--- src/rtl/grid_display_tx.sv ---
// Serial LED-matrix transmitter: shifts one 8-bit row at a time into a column
// register, latches it, then lights that row; refreshes from a captured 64-bit frame.
module grid_display_tx #(
  parameter int CLK_DIV = 4,
  parameter int DWELL   = 1000
) (
  input  logic        clk,
  input  logic        reset,
  input  logic        run,
  input  logic [63:0] grid_in,
  input  logic        grid_valid,
  output logic        grid_ready,
  output logic        sclk,
  output logic        sdata,
  output logic        slatch,
  output logic [7:0]  row_sel,
  output logic        busy,
  output logic        frame_done
);

  localparam int MAXC = (2 * CLK_DIV > DWELL) ? 2 * CLK_DIV : DWELL;
  localparam int CW   = $clog2(MAXC + 1);

  typedef enum logic [2:0] {
    S_IDLE,
    S_SHIFT,
    S_LATCH,
    S_DWELL,
    S_FRAME_END
  } state_t;

  state_t        state_q, state_d;
  logic [2:0]    row_q, row_d;
  logic [2:0]    bit_q, bit_d;
  logic [CW-1:0] cnt_q, cnt_d;
  logic [63:0]   buf_q, buf_d;
  logic          sclk_q, sclk_d;
  logic          sdata_q, sdata_d;
  logic          slatch_q, slatch_d;
  logic [7:0]    row_sel_q, row_sel_d;
  logic          capture;

  // reset gates ready so nothing is offered while the block is held in reset
  assign grid_ready = reset && run && (state_q == S_IDLE || state_q == S_FRAME_END);
  assign capture    = grid_ready && grid_valid;
  assign busy       = (state_q != S_IDLE);
  assign frame_done = (state_q == S_FRAME_END);
  assign sclk       = sclk_q;
  assign sdata      = sdata_q;
  assign slatch     = slatch_q;
  assign row_sel    = row_sel_q;

  always_comb begin
    state_d = state_q;
    row_d   = row_q;
    bit_d   = bit_q;
    cnt_d   = cnt_q;
    buf_d   = buf_q;
    case (state_q)
      S_IDLE: begin
        if (capture) begin
          buf_d   = grid_in;
          state_d = S_SHIFT;
          row_d   = 3'd0;
          bit_d   = 3'd0;
          cnt_d   = '0;
        end
      end
      S_SHIFT: begin
        if (cnt_q == CW'(2 * CLK_DIV - 1)) begin
          cnt_d = '0;
          if (bit_q == 3'd7) begin
            bit_d   = 3'd0;
            state_d = S_LATCH;
          end else begin
            bit_d = bit_q + 3'd1;
          end
        end else begin
          cnt_d = cnt_q + 1'b1;
        end
      end
      S_LATCH: begin
        if (cnt_q == CW'(CLK_DIV - 1)) begin
          cnt_d   = '0;
          state_d = S_DWELL;
        end else begin
          cnt_d = cnt_q + 1'b1;
        end
      end
      S_DWELL: begin
        if (cnt_q == CW'(DWELL - 1)) begin
          cnt_d = '0;
          if (row_q == 3'd7) begin
            state_d = S_FRAME_END;
          end else begin
            row_d   = row_q + 3'd1;
            state_d = S_SHIFT;
          end
        end else begin
          cnt_d = cnt_q + 1'b1;
        end
      end
      S_FRAME_END: begin
        if (run) begin
          state_d = S_SHIFT;
          row_d   = 3'd0;
          bit_d   = 3'd0;
          cnt_d   = '0;
          if (capture) buf_d = grid_in;
        end else begin
          state_d = S_IDLE;
        end
      end
      default: state_d = S_IDLE;
    endcase
  end

  // Outputs are decoded from the next state so the pins come straight off flops.
  always_comb begin
    sclk_d    = 1'b0;
    sdata_d   = 1'b0;
    slatch_d  = 1'b0;
    row_sel_d = 8'h00;
    case (state_d)
      S_SHIFT: begin
        sclk_d  = (cnt_d >= CW'(CLK_DIV));
        sdata_d = buf_d[{row_d, ~bit_d}];
      end
      S_LATCH: slatch_d  = 1'b1;
      S_DWELL: row_sel_d = 8'b1 << row_d;
      default: ;
    endcase
  end

  always_ff @(posedge clk or negedge reset) begin
    if (!reset) begin
      state_q   <= S_IDLE;
      row_q     <= 3'd0;
      bit_q     <= 3'd0;
      cnt_q     <= '0;
      buf_q     <= 64'd0;
      sclk_q    <= 1'b0;
      sdata_q   <= 1'b0;
      slatch_q  <= 1'b0;
      row_sel_q <= 8'h00;
    end else begin
      state_q   <= state_d;
      row_q     <= row_d;
      bit_q     <= bit_d;
      cnt_q     <= cnt_d;
      buf_q     <= buf_d;
      sclk_q    <= sclk_d;
      sdata_q   <= sdata_d;
      slatch_q  <= slatch_d;
      row_sel_q <= row_sel_d;
    end
  end

endmodule

--- config.mk ---
export PLATFORM = sky130hd
export DESIGN_NAME = grid_display_tx
export DESIGN_NICKNAME = d
export VERILOG_FILES = /design/src/rtl/grid_display_tx.sv
export SDC_FILE = /design/constraint.sdc
export NUM_CORES = 1
export LEC_CHECK = 0
export ABC_AREA = 1
export CAP_MARGIN = 15
export CORE_MARGIN = 4
export CORE_UTILIZATION = 49
export CTS_CLUSTER_DIAMETER = 100
export DETAILED_ROUTE_END_ITERATION = 16
export GPL_ROUTABILITY_DRIVEN = 0
export PLACE_DENSITY = 0.83
export SLEW_MARGIN = 0
export SYNTH_ARGS = -nofsm -noshare
export SYNTH_HDL_FRONTEND = slang
export SYNTH_SLANG_ARGS = --single-unit
--- constraint.sdc ---
create_clock -name clk -period 2 [get_ports clk]
set_input_delay 0.4 -clock clk [delete_from_list [all_inputs] [get_ports clk]]
set_output_delay 0.4 -clock clk [all_outputs]
set_load 0.02 [all_outputs]
==> metrics.md <==
| Metric | Value |
|---|---|
| CP Cell Sequence | inv_2, nand3_1, inv_2, nand3_4, nand2_8, buf_6, nand2_1, nand3_1, nand3_2, nand3_1, nand2_1, o21ai_1, nand2_1, nor2_1 |
| Hold Path Class | in2async |
| Synth area leader | dfrtp_1 |
| Post-synth ARST share | between 90% and 100% |
| CTS tree | done |
| RSZ-0062 raised after global routing | true |
| Setup TNS | -1.486 ns |
| Clk slew on worst S/H paths | about 0.10 ns |
| RR Startpoint | state_q[2] |
| Die Y | around 110 um |
| Num rows | 36 |
| Pint | between 0.002 and 0.003 W |
| Tmin final | between 2 and 2.5 ns |
| TritonRoute pass-1 iters | 8 |
| FMAX | approximately 410 MHz |
| Hold Violations, Final | 0 |
| Static Leak | between 4 and 5 nW |
| Global Route met2 Usage | 41.71% |
| Final setup viols | 12 |
| Vias per cell | 5.568 |
| ANT cells | 0 |
| CP delay by family, top | simple AND/OR/NAND/NOR gates |
| Pwr/cell area | 480.6 nW/um^2 |
| Arr. time, crit path | 2.73 ns |
| Crit Path Class | reg2reg |
| Pins Over Slew Limit | 0 |
| Worst-Margin Slew | about 0.63 ns |
| Dominant cells by area after synthesis | dfrtp_1, nand3_1, inv_1 |
| Sw Share | 21.81% |
| R2R Path End | sdata |
| Sequential cell area | ~2400 um^2 |
| Seq/Total Area, Yosys | 46.98% |
| DP HPWL | 10030 um |
| GRT Residual Overflow | 0 |
| First-pass GRT wire length | ~23000 um |
| Hold Slack | approximately 0.19 ns |
| Multi-input logic area | 2575 um^2 |
| Final Net Count | between 800 and 900 |
| Status | finished, violations left |
| CP Capture Type | flop |
| Die span in x | approximately 110 um |
| Die area | 11900 um^2 |
| Sw power | around 0.0008 W |
| Worst slack, placed | -0.5751 ns |
| Fin util | 77.22% |
| Busiest grt layer | met2 |
| GR Util met3 | ~5.4% |
| Flop-to-flop setup slack | -0.42 ns |
| Core area | slightly below 10000 um^2 |
| Via count | a little over 5k |
| Number of synthesized flops with an enable pin | 0 |
| Clk root buf | clkbuf_8 |
| Initial drt markers | 466 |
| Max_slew headroom | 58.15% |
| Share of cells above drive strength 1 | between 30% and 40% |
| Clock power share | a little over two fifths |
| Synth Net Count | 677 |
| Failing checks | negative setup slack |
| Max_cap viols | 0 |
| Post-Syn Area | about 5000 um^2 |
| Final period util | 120.8% |
| Largest net degree at the start of global routing | 52 |
| Initial antenna violation count | 0 |
| Worst Setup Start Kind | flop |
| Area Overhead vs Synth | 52.12% |
| Synthesized flop and latch total | 94 |
| Setup Skew | approximately 0.013 ns |
| Top_reg_cell synth | dfrtp_1 |
| Combinational share of power | ~5% |
| # DRC | 0 |
| Worst path slowest cell | dfrtp_1 |
| Clock insertion delay at the later pin of the skew report | 0.38 ns |
| GR Util met1 | about a third |
| Clk sinks | 94 |
| CTS buffer count | 9 |
| Max VDD drop | between 0.3 and 0.4 mV |
| Synth unique cells | 37 |
| Tot GR Track Use | roughly a quarter |
| Critical path buffers and inverters | 3 |
| Post-Syn Instances | slightly above 600 |
| Final WS setup | -0.4156 ns |
| WL per Instance | 18.41 um |
| Sequential power share | between 50% and 60% |
| Ys Warns | 0 |
| CTS H-tree lvls | 3 |
| Critical path data required time | 2.31 ns |
| Share of the synthesized area in the top cell type | ~47% |
| Initial Utilization | between 50% and 60% |
| Vias in the first global route | between 4k and 5k |
| Layout Cells excl Fill | between 900 and 1k |
| CTS Hold Bufs | 0 |
| Antenna-violating nets left | 0 |
| CP Depth | 14 |
| IO Port Bufs | 81 |
| Top Ports | between 80 and 90 |
| Final WL | 17030 um |
| Placed insts | around 880 |
| Clock Tree Buf Depth | 2 |
| Fill cell count | 573 |
| Syn_area_per_cell | roughly 8.3 um^2 |
| Crit Path Max Fanout | 8 |
| Reg2Reg Depth | 14 |
| Worst path max stage delay | 0.51 ns |
==> through the flow <==
step                total power, W  area, um^2
CTS                       0.003658        7013
floorplan                 0.001940        5027
global route              0.003748        7617
detailed placement        0.002119        6610
finish                    0.003661        7617
global placement          0.002119        6610
==> routing by layer <==
metal	vias up	wire length (um)
met5	-	0
met4	0	735
met3	81	1467
met2	333	8283
met1	2437	6545
li1	2299	-
==> cell usage after synthesis (all sizes together) (2+ instances only) <==
master,instances
nand2,104
nor3,7
nand3,95
or2,24
mux2,3
dfrtp,94
buf,18
mux2i,26
ha,4
nand4,4
o21ai,57
nor2,43
xor2,2
a21oi,4
inv,112
==> timing repair <==
action                     4_1_cts  5_1_grt
pin swaps                       13       57
setup endpoints to repair       15       19
gates cloned                     1        5
resized for setup               27      111
buffers inserted                 7       16
==> cell usage in the layout (no fill, tap or decap), types with 6 or more instances in the layout <==
master,instances
nor2_2,6
nand3_2,26
nand3_1,64
nand2_1,83
buf_4,83
clkbuf_8,9
nor2_1,22
buf_12,10
o21ai_1,14
nand3_4,6
nand2_2,14
nor2_4,15
dfrtp_1,93
clkdlybuf4s50_1,76
o21ai_0,37
or2_2,19
mux2i_1,26
inv_1,92
buf_6,10
inv_2,16
nand2_4,6
==> kinds of logic (layout without fill, tap and decap cells) <==
kind of cell,count (synthesis),count (layout),share of synthesized area (%)
compound gates,67,67,7.746
xor+xnor,2,2,0.3499
fa+ha+maj,4,4,0.9995
buf+inv,131,317,11.09
flops,94,94,46.98
mux,29,29,5.872
simple gates,278,279,26.96
==> cell type report <==
class | instances | area share, %
repair buffers | 189 | 24.24
flip-flops and latches | 94 | 30.90
clock inverters | 6 | 1.544
inverters | 112 | 5.650
well taps | 133 | 2.185
multi-input cells | 381 | 33.80
clock buffers | 10 | 1.675
==> registers in the layout, indices dropped and copies added (netlist names) <==
name / cells
cnt_q: 10
row_sel: 8
sclk: 1
buf_q: 64
slatch: 1
state_q: 3
bit_q: 3
sdata: 1
row_q: 3
==> power by group through the flow <==
| stage | clock, W | sequential, W | combinational [W] |
|---|---|---|---|
| 4_1_cts | 0.00157 | 0.00190 | 0.000184 |
| 5_1_grt | 0.00165 | 0.00190 | 0.000198 |
| 3_3_place_gp | 0 | 0.00194 | 0.000183 |
| 6_report | 0.00158 | 0.00190 | 0.000184 |
| 3_5_place_dp | 0 | 0.00194 | 0.000182 |
| 2_1_floorplan | 0 | 0.00194 | 0.00000319 |
==> how the worst max path moves through the flow <==
stage                           from    end
final                     state_q[2]  sdata
after detailed placement         run  sdata
after global placement           run  sdata
after global routing      state_q[2]  sdata
after CTS                   bit_q[1]  sdata
after floorplan             cnt_q[0]  sdata
(Power assumes the default switching activity.)
